--- src/rtl/logic_op_unit_if.sv ---
// Request/response handshake bundle for logic_op_unit.
interface logic_op_unit_if #(
  parameter int unsigned WIDTH = 8
);
  logic             req_valid;
  logic             req_ready;
  logic [WIDTH-1:0] req_a;
  logic [WIDTH-1:0] req_b;
  logic [1:0]       req_op;
  logic             rsp_valid;
  logic             rsp_ready;
  logic [WIDTH-1:0] rsp_data;

  // Producer/consumer side.
  modport master (
    output req_valid, req_a, req_b, req_op, rsp_ready,
    input  req_ready, rsp_valid, rsp_data
  );

  // Logic unit side.
  modport slave (
    input  req_valid, req_a, req_b, req_op, rsp_ready,
    output req_ready, rsp_valid, rsp_data
  );
endinterface

--- src/rtl/logic_op_unit.sv ---
// Handshaked bitwise logic unit with a DEPTH-entry in-order response FIFO.
module logic_op_unit #(
  parameter int unsigned WIDTH = 8,
  parameter int unsigned DEPTH = 4,
  parameter int unsigned CNT_W = 16
) (
  input  logic                     clk,
  input  logic                     rst_n,
  logic_op_unit_if.slave           bus,
  output logic [$clog2(DEPTH):0]   level,
  output logic [CNT_W-1:0]         done_cnt
);

  localparam int unsigned PTR_W = $clog2(DEPTH);
  localparam int unsigned LVL_W = PTR_W + 1;

  localparam logic [1:0] OP_AND  = 2'd0;
  localparam logic [1:0] OP_OR   = 2'd1;
  localparam logic [1:0] OP_XOR  = 2'd2;
  localparam logic [1:0] OP_NAND = 2'd3;

  logic [WIDTH-1:0] r_mem [DEPTH];
  logic [PTR_W-1:0] r_wr_ptr;
  logic [PTR_W-1:0] r_rd_ptr;
  logic [LVL_W-1:0] r_level;
  logic [CNT_W-1:0] r_done_cnt;
  logic             r_req_ready;
  logic             r_rsp_valid;

  logic             w_push;
  logic             w_pop;
  logic [WIDTH-1:0] w_result;
  logic [LVL_W-1:0] w_level_nxt;

  assign w_push = bus.req_valid && r_req_ready;
  assign w_pop  = r_rsp_valid && bus.rsp_ready;

  // Bitwise result for the presented operands; only used on acceptance.
  always_comb begin
    w_result = '0;
    case (bus.req_op)
      OP_AND:  w_result = bus.req_a & bus.req_b;
      OP_OR:   w_result = bus.req_a | bus.req_b;
      OP_XOR:  w_result = bus.req_a ^ bus.req_b;
      OP_NAND: w_result = ~(bus.req_a & bus.req_b);
      default: w_result = '0;
    endcase
  end

  // Occupancy after this edge's push/pop.
  always_comb begin
    w_level_nxt = r_level;
    case ({w_push, w_pop})
      2'b10:   w_level_nxt = r_level + LVL_W'(1);
      2'b01:   w_level_nxt = r_level - LVL_W'(1);
      default: w_level_nxt = r_level;
    endcase
  end

  // Storage array; cleared on reset so the head reads zero while empty.
  always_ff @(posedge clk or negedge rst_n) begin
    if (!rst_n) begin
      for (int i = 0; i < int'(DEPTH); i++) begin
        r_mem[i] <= '0;
      end
    end else if (w_push) begin
      r_mem[r_wr_ptr] <= w_result;
    end
  end

  // Pointers, occupancy, handshake flags and handoff counter.
  always_ff @(posedge clk or negedge rst_n) begin
    if (!rst_n) begin
      r_wr_ptr    <= '0;
      r_rd_ptr    <= '0;
      r_level     <= '0;
      r_done_cnt  <= '0;
      r_req_ready <= 1'b1;
      r_rsp_valid <= 1'b0;
    end else begin
      if (w_push) begin
        r_wr_ptr <= r_wr_ptr + PTR_W'(1);
      end
      if (w_pop) begin
        r_rd_ptr   <= r_rd_ptr + PTR_W'(1);
        r_done_cnt <= r_done_cnt + CNT_W'(1);
      end
      r_level     <= w_level_nxt;
      r_req_ready <= (w_level_nxt != LVL_W'(DEPTH));
      r_rsp_valid <= (w_level_nxt != LVL_W'(0));
    end
  end

  assign bus.req_ready = r_req_ready;
  assign bus.rsp_valid = r_rsp_valid;
  assign bus.rsp_data  = r_mem[r_rd_ptr];
  assign level         = r_level;
  assign done_cnt      = r_done_cnt;

endmodule

--- src/flat_wrapper.sv ---
// flat-port wrapper written by rule: the top's interface ports become plain ports
module logic_op_unit_flat 
#(
  parameter int unsigned WIDTH = 8,
  parameter int unsigned DEPTH = 4,
  parameter int unsigned CNT_W = 16
)
  (clk, rst_n, level, done_cnt, bus_req_valid, bus_req_a, bus_req_b, bus_req_op, bus_rsp_ready, bus_req_ready, bus_rsp_valid, bus_rsp_data);
  logic_op_unit_if #(.WIDTH(WIDTH)) bus_i ();
  input  logic clk;
  input  logic rst_n;
  output logic [$clog2(DEPTH):0] level;
  output logic [CNT_W-1:0] done_cnt;
  input wire logic [$bits(bus_i.req_valid)-1:0] bus_req_valid;
  input wire logic [$bits(bus_i.req_a)-1:0] bus_req_a;
  input wire logic [$bits(bus_i.req_b)-1:0] bus_req_b;
  input wire logic [$bits(bus_i.req_op)-1:0] bus_req_op;
  input wire logic [$bits(bus_i.rsp_ready)-1:0] bus_rsp_ready;
  output wire logic [$bits(bus_i.req_ready)-1:0] bus_req_ready;
  output wire logic [$bits(bus_i.rsp_valid)-1:0] bus_rsp_valid;
  output wire logic [$bits(bus_i.rsp_data)-1:0] bus_rsp_data;
  assign bus_i.req_valid = bus_req_valid;
  assign bus_i.req_a = bus_req_a;
  assign bus_i.req_b = bus_req_b;
  assign bus_i.req_op = bus_req_op;
  assign bus_i.rsp_ready = bus_rsp_ready;
  assign bus_req_ready = bus_i.req_ready;
  assign bus_rsp_valid = bus_i.rsp_valid;
  assign bus_rsp_data = bus_i.rsp_data;
  logic_op_unit #(.WIDTH(WIDTH), .DEPTH(DEPTH), .CNT_W(CNT_W)) u_core (.clk(clk), .rst_n(rst_n), .bus(bus_i), .level(level), .done_cnt(done_cnt));
endmodule
--- config.mk ---
export PLATFORM = sky130hd
export DESIGN_NAME = logic_op_unit_flat
export DESIGN_NICKNAME = d
export VERILOG_FILES = /design/src/rtl/logic_op_unit_if.sv /design/src/rtl/logic_op_unit.sv /design/src/flat_wrapper.sv
export SDC_FILE = /design/constraint.sdc
export NUM_CORES = 1
export LEC_CHECK = 0
export ABC_AREA = 1
export BUFFER_PORTS_ARGS = -buffer_cell sky130_fd_sc_hd__buf_2
export CAP_MARGIN = 20
export CELL_PAD_IN_SITES_DETAIL_PLACEMENT = 0
export CELL_PAD_IN_SITES_GLOBAL_PLACEMENT = 1
export CORE_UTILIZATION = 43
export DETAILED_ROUTE_END_ITERATION = 12
export GPL_TIMING_DRIVEN = 0
export PLACE_DENSITY = 0.79
export SLEW_MARGIN = 10
export SYNTH_ARGS = -nofsm -noshare
export SYNTH_HDL_FRONTEND = slang
export SYNTH_SLANG_ARGS = --single-unit
--- constraint.sdc ---
create_clock -name clk -period 3.6 [get_ports clk]
set_clock_uncertainty 0.05 [all_clocks]
set_input_delay 0.18 -clock clk [delete_from_list [all_inputs] [get_ports clk]]
set_output_delay 0.18 -clock clk [all_outputs]
set_load 0.02 [all_outputs]
==> key figures, run 1 <==
Logic synthesis
  • Post-synth cell types: 27
  • Cell count after synthesis: 398
  • Post-Syn Nets: 443
  • Yosys warning count: 0
  • Largest area contributor in the netlist: dfrtp_1
  • Area contributors post-synth: dfrtp_1, nand2_1, ha_1, nand3_1, inv_1
  • Post-synthesis sequential area ratio: 44.0%
  • #FFs+latches synth: 57
  • Cell area after synthesis: 0.00325 mm2
  • Mean Syn Cell Area: 8.16 um2
  • Synth top area share: 43.1%

Routing
  • DRT iter0 DRCs: 141
  • Wl on met1: 3320 um
  • Met2 wire len: 3540 um
  • DR pass1 iterations: 4
  • Via count: 2728
  • DRC viols: 0
  • Wire per inst: 12.9 um
  • DRT Wirelength: 7260 um
  • Antenna Nets Post-Route: 0
  • Top sig layer: met4
  • WL met3: 280 um
  • Post-DR vias/cell: 4.85

Cells and area
  • Highest-count cells in the layout ignoring fill and taps: nand2_1, dfrtp_1, buf_2
  • Multi-input gate area: 0.00160 mm2
  • Final std cells w/o fill: 563
  • Ant. Diodes: 0
  • Final Cell Area: 0.00384 mm2
  • Layout Utilization: 52.7%
  • Register area: 0.00143 mm2
  • Net count, final: 504
  • Commonest non-fill, non-tap cell in the layout: nand2_1
  • Filler Cell Count: 748
  • Area Growth Syn to Fin: 18.2%
  • Share of cells above drive strength 1: 19.8%

CTS
  • Max H-tree Level: 3
  • CTS Buf Count: 9
  • Worst-path clk slew: 0.06 ns
  • Skew-Pair Late Insertion Delay: 0.34 ns
  • Clk buf depth: 2
  • CTS tree: yes
  • Cts repair resizes: 0
  • Clk sinks: 57
  • Clk root buf: clkbuf_8

Power
  • P per Cell Area: 759 mW/mm2
  • Lkg Pwr: 2.08 nW
  • Maximum vdd ir drop: 0.000192 V

STA
  • Final setup viols: 0
  • Rel. slew slack: 51.7%
  • Tcrit/Tclk final: 61.4%
  • Slew Viols, Final: 0
  • WHS: 0.170 ns
  • Hold Violations, Final: 0
  • Tightest Pin Transition: 0.725 ns
  • Tmin final: 2.21 ns
  • RSZ-0062 raised after global routing: false
  • Fmax: 452 MHz
  • Total negative slack: 0 ns

Place
  • Dpl cell area: 0.00362 mm2
  • Routability cong.: 0.770
  • I/O Buffers: 49
  • Placed Cells: 546
  • DP HPWL: 5160 um

Min path
  • Hold Path Class: in2reg
  • Hold Crit Depth: 3

Status
  • Outcome: finished, final reports clean

Setup path
  • Peak per-stage delay on the critical path: 0.40 ns
  • Buf/Inv on CP: 3
  • Worst-path fanout max: 6
  • Worst Path Required: 3.81 ns
  • CP max-delay cell: dfrtp_1
  • Top delay family on crit path: adder cells
  • Reg2Reg Depth: 10
  • Crit path depth: 10
  • Startpoint types: flop
  • Critical Path AT: 2.42 ns
  • Worst path cell trace: nand2_1 > inv_1 > ha_1 > fa_1 > inv_1 > nand2_1 > nand3_1 > xor2_1 > inv_1 > nand2_1
  • Critical path endpoint category: flop
  • Critical path type: reg2reg

Floorplanning
  • Die Y: 88.9 um
  • Core Area: 0.00729 mm2
  • Rows: 31
  • Die Wd: 88.9 um
  • IO Count: 51
  • Die area: 0.00790 mm2
  • Starting density of the core: 44.5%

Flow run
  • Maxcap violations: 0

GRT
  • Global router's overall resource usage: 20.2%
  • Largest net degree at the start of global routing: 58
  • First-pass GRT wire length: 11800 um
  • Initial antenna violation count: 0
  • GR Overflow Total: 0
  • Vias in the first global route: 2554
[synth_stat cells, drive strengths merged]
master and number:
a21oi 1, buf 5, dfrtp 56, dfstp 1, fa 1, ha 22
inv 50, nand2 112, nand3 37, nand3b 1, nand4 5, nor2 49
nor3 3, o211ai 8, o21ai 19, o22ai 8, or2 5, xnor2 5
xor2 10
[report_power, final]
part / leakage (nW) / internal (mW) / switching [mW]
Sequential: 0.704 / 0.893 / 0.156
Clock: 0.108 / 0.390 / 0.262
Combinational: 1.27 / 0.418 / 0.797
[through the flow]
step	setup WS, ns	power [mW]
after global routing	1.17	3.15
after CTS	1.35	2.94
final	1.39	2.92
after global placement	1.40	2.26
after floorplan	1.63	1.88
after detailed placement	1.38	2.28
[registers in the layout (all words and copies together), names as in the netlist]
name	flops
u_core.r_rd_ptr	2
u_core.level	3
u_core.done_cnt	16
u_core.bus.req_ready	1
u_core.bus.rsp_valid	1
u_core.r_mem	32
u_core.r_wr_ptr	2
[path summary, 6_finish.rpt]
check / from / endpoint / slack, ns
setup / recovery: u_core.bus.rsp_valid / u_core.bus.rsp_valid / 1.39
setup reg to reg: u_core.bus.rsp_valid / u_core.bus.rsp_valid / 1.39
max in group asynchronous: rst_n / u_core.r_mem[1] / 2.63
hold reg to reg: u_core.r_mem[19] / u_core.r_mem[19] / 0.43
hold / removal: bus_rsp_ready / u_core.done_cnt[2] / 0.17
min in group asynchronous: rst_n / u_core.done_cnt[4] / 0.40
[kinds of logic after synthesis]
logic type	share of synthesized area (%)
XOR/XNOR	4.04
AO/OA/AOI/OAI	7.70
flip-flops	44.0
adder cells (fa/ha/maj)	9.09
buffers and inverters	6.78
AND/OR/NAND/NOR	28.4
[layer usage]
metal / vias up / global-route usage (%)
met5: - / 0
met4: 0 / 8.21
met3: 10 / 3.14
met2: 67 / 35.3
met1: 1258 / 25.1
li1: 1393 / -
[timing repair]
item | 4_1_cts | 5_1_grt
setup endpoints to repair | 0 | 0
buffers inserted | 0 | 0
endpoints found under the hold margin | 56 | 0
hold buffers | 1 | 0
[area by class of cell]
cell class	count	share of cell area [%]
sequential	57	37.2
clock buffer	11	3.42
tap	99	3.23
buffer	5	0.782
timing repair buffer	50	6.71
clock inverter	5	2.05
inverter	50	4.95
multi-input combinational	286	41.7
[worst register-to-register path: cells and delay by family, from the launching register on]
| family | cells | cell delay, ns |
|---|---|---|
| DFF | 1 | 0.40 |
| xor gates and xnor gates | 1 | 0.24 |
| buffers and inverters | 3 | 0.32 |
| and+or+nand+nor | 4 | 0.46 |
| adders and majority gates | 2 | 0.66 |
No activity file was read; power rests on OpenSTA's default activity.
==> run 2: changes to the inputs <==
Settings changed: ABC_AREA 1 to 0, PLACE_DENSITY 0.79 to 0.76.
Clock period 3.6 ns to 2.21 ns, I/O delays scaled along.
==> run 2 against run 1 <==
  * Synthesized cell count decreased by 29%
  * Via count decreased by 23%
  * Global-route usage down 2.7 points
  * Largest cell class is now flip-flops and latches
  * Critical path type unchanged
  * Combinational power rose by 43%
  * Worst hold slack got worse by 0.10 ns
  * Non-clock buffer count rose by 6
  * Count of clock-buffer cells in the layout unchanged
  * Cell count down 25%
  * Highest routed layer unchanged
  * Sequential power rose by 66%
==> key figures, run 2 <==
GRT
  • Vias in the first global route: 2073
  • Largest net degree at the start of global routing: 58
  • First-pass GRT wire length: 9650 um
  • GR Overflow Total: 0
  • Global router's overall resource usage: 17.6%
  • Initial antenna violation count: 0

Cells and area
  • Share of cells above drive strength 1: 25.6%
  • Area Growth Syn to Fin: 20.8%
  • Layout Utilization: 55.1%
  • Net count, final: 388
  • Final std cells w/o fill: 425
  • Commonest non-fill, non-tap cell in the layout: dfrtp_1
  • Max reg flops: 32
  • Biggest register: u_core.r_mem
  • Highest-count cells in the layout ignoring fill and taps: dfrtp_1, buf_2, nand2_1
  • Filler Cell Count: 601
  • Ant. Diodes: 0

Routing
  • Post-DR vias/cell: 4.97
  • DRT iter0 DRCs: 77
  • DRT Wirelength: 5640 um
  • DR pass1 iterations: 4
  • Via count: 2113
  • Wire per inst: 13.3 um
  • DRC viols: 0
  • Antenna Nets Post-Route: 0

Floorplanning
  • Die area: 0.00726 mm2
  • IO Count: 51
  • Die Wd: 85.2 um
  • Rows: 29
  • Die Y: 85.2 um
  • Core Area: 0.00653 mm2
  • Starting density of the core: 45.6%

Logic synthesis
  • Cell count after synthesis: 282
  • Top post-synthesis cells by count: dfrtp_1, nand2_1, ha_1, inv_1, o21ai_0
  • Yosys warning count: 0
  • Post-Syn Nets: 327
  • Area contributors post-synth: dfrtp_1, ha_1, mux4_2, nand2_1, xnor2_1
  • Predominant post-synthesis flop cell: dfrtp_1
  • Post-synth EDFFs: 0
  • #FFs+latches synth: 57
  • Largest area contributor in the netlist: dfrtp_1
  • Post-synth cell types: 35
  • Cell area after synthesis: 0.00298 mm2
  • Synth top area share: 47.1%
  • Top-count cell post-synth: dfrtp_1
  • Async set-reset flop share out of synthesis: 100%
  • Mean Syn Cell Area: 10.6 um2
  • Post-synthesis sequential area ratio: 47.9%

Setup path
  • Critical Path AT: 2.19 ns
  • Peak per-stage delay on the critical path: 0.58 ns
  • Critical path type: reg2reg
  • Worst-path fanout max: 6
  • Reg2reg end: u_core.bus.rsp_valid
  • RR Startpoint: u_core.bus.req_ready
  • Worst path cell trace: nand2_1 > ha_2 > fa_1 > xnor2_1 > nor2_1 > xor2_1 > nand2b_1
  • Reg2Reg Depth: 7
  • Startpoint types: flop
  • Critical path endpoint category: flop
  • Worst Path Required: 2.38 ns
  • Worst setup endpoint: u_core.bus.rsp_valid
  • CP max-delay cell: dfstp_2
  • Crit path launch: u_core.bus.req_ready
  • Worst reg2reg setup slack: 0.19 ns

STA
  • Tcrit/Tclk final: 91.2%
  • Hold Violations, Final: 0
  • Slew Viols, Final: 0
  • WHS: 0.0677 ns
  • Total negative slack: 0 ns
  • Rel. slew slack: 51.9%
  • Tmin final: 2.02 ns
  • Tightest Pin Transition: 0.722 ns
  • Final setup viols: 0
  • RSZ-0062 raised after global routing: false
  • Fmax: 496 MHz

CTS
  • CTS tree: yes
  • CTS Buf Count: 9
  • Clk root buf: clkbuf_8
  • Clk buf depth: 2
  • Max H-tree Level: 3
  • Worst-path clk slew: 0.07 ns
  • Clk sinks: 57
  • Skew-Pair Late Insertion Delay: 0.34 ns

Flow run
  • Maxcap violations: 0

Power
  • P per Cell Area: 1330 mW/mm2
  • Lkg Pwr: 1.80 nW
  • Maximum vdd ir drop: 0.000572 V

Place
  • Placed Cells: 407
  • I/O Buffers: 48
  • DP HPWL: 3970 um
  • Routability cong.: 0.721

Status
  • Outcome: finished, final reports clean

Min path
  • Worst Min Path Start: bus_rsp_ready
  • Hold Path Class: in2reg
## run 2: cell count changes after synthesis, sizes merged, moves of 11 or more
cell and change:
xnor2 +11, o21ai +15, nor2 -33, inv -28, nand2 -71, nand3 -28
a21oi +11
## run 2: layout make-up
cell class | instances | area, um2 | area share (%)
timing repair buffer | 50 | 260 | 7.24
clock inverter | 5 | 128 | 3.55
inverter | 22 | 82.6 | 2.30
buffer | 11 | 57.6 | 1.60
sequential | 57 | 1430 | 39.7
multi-input combinational | 192 | 1410 | 39.3
tap | 77 | 96.3 | 2.68
clock buffer | 11 | 131 | 3.65
## run 2: worst max-delay path: cells and delay by family, from the launching register on
family,cells,cell delay [ns]
xor+xnor,2,0.33
flops,1,0.58
fa+ha+maj,2,0.60
simple gates,3,0.34
## run 2: logic make-up (layout without fill, tap and decap cells)
kind of cell / Yosys count / in the layout / synth area share, %
xor gates and xnor gates: 21 / 21 / 6.18
muxes: 14 / 14 / 8.19
DFF: 57 / 57 / 47.9
buffers and inverters: 33 / 99 / 4.71
AOI/OAI and AO/OA: 55 / 55 / 10.3
and+or+nand+nor: 79 / 79 / 12.7
adders and majority gates: 23 / 23 / 9.92
## run 2: report_power, final
group / switching (mW) / total [mW] / internal (mW)
clock: 0.410 / 1.27 / 0.864
combinational: 0.977 / 1.75 / 0.772
sequential: 0.287 / 1.74 / 1.46
## run 2: how the worst min path moves through the flow
stage                                 endpoint  slack [ns]  depth (start not counted)
after floorplan           u_core.bus.rsp_valid       -0.24                          0
final                       u_core.done_cnt[2]        0.07                          3
after global routing        u_core.done_cnt[2]        0.08                          3
after detailed placement      u_core.r_mem[22]        0.16                          1
after global placement        u_core.r_mem[30]        0.40                          1
after CTS                   u_core.r_rd_ptr[0]        0.06                          3
## run 2: stage by stage
stage	power, mW	setup WS [ns]	instance area [um2]
after global routing	5.09	0.0377	3600
after CTS	4.80	0.123	3590
after floorplan	2.99	0.189	2980
final	4.77	0.194	3600
after global placement	3.47	0.178	3310
after detailed placement	3.51	0.137	3320
## run 2: metal layers
metal | GRT usage, % | routed length (um) | vias to the layer above
li1 | - | - | 1083
met1 | 22.7 | 2770 | 982
met2 | 28.0 | 2600 | 39
met3 | 3.50 | 140 | 9
met4 | 9.24 | 121 | 0
met5 | 0 | 0 | -
## run 2: what timing repair did
action                     CTS  global route
resized for setup            0             1
hold buffers                 1             0
setup buffers                0             1
setup endpoints to repair    0             1
hold endpoints to repair    56             0
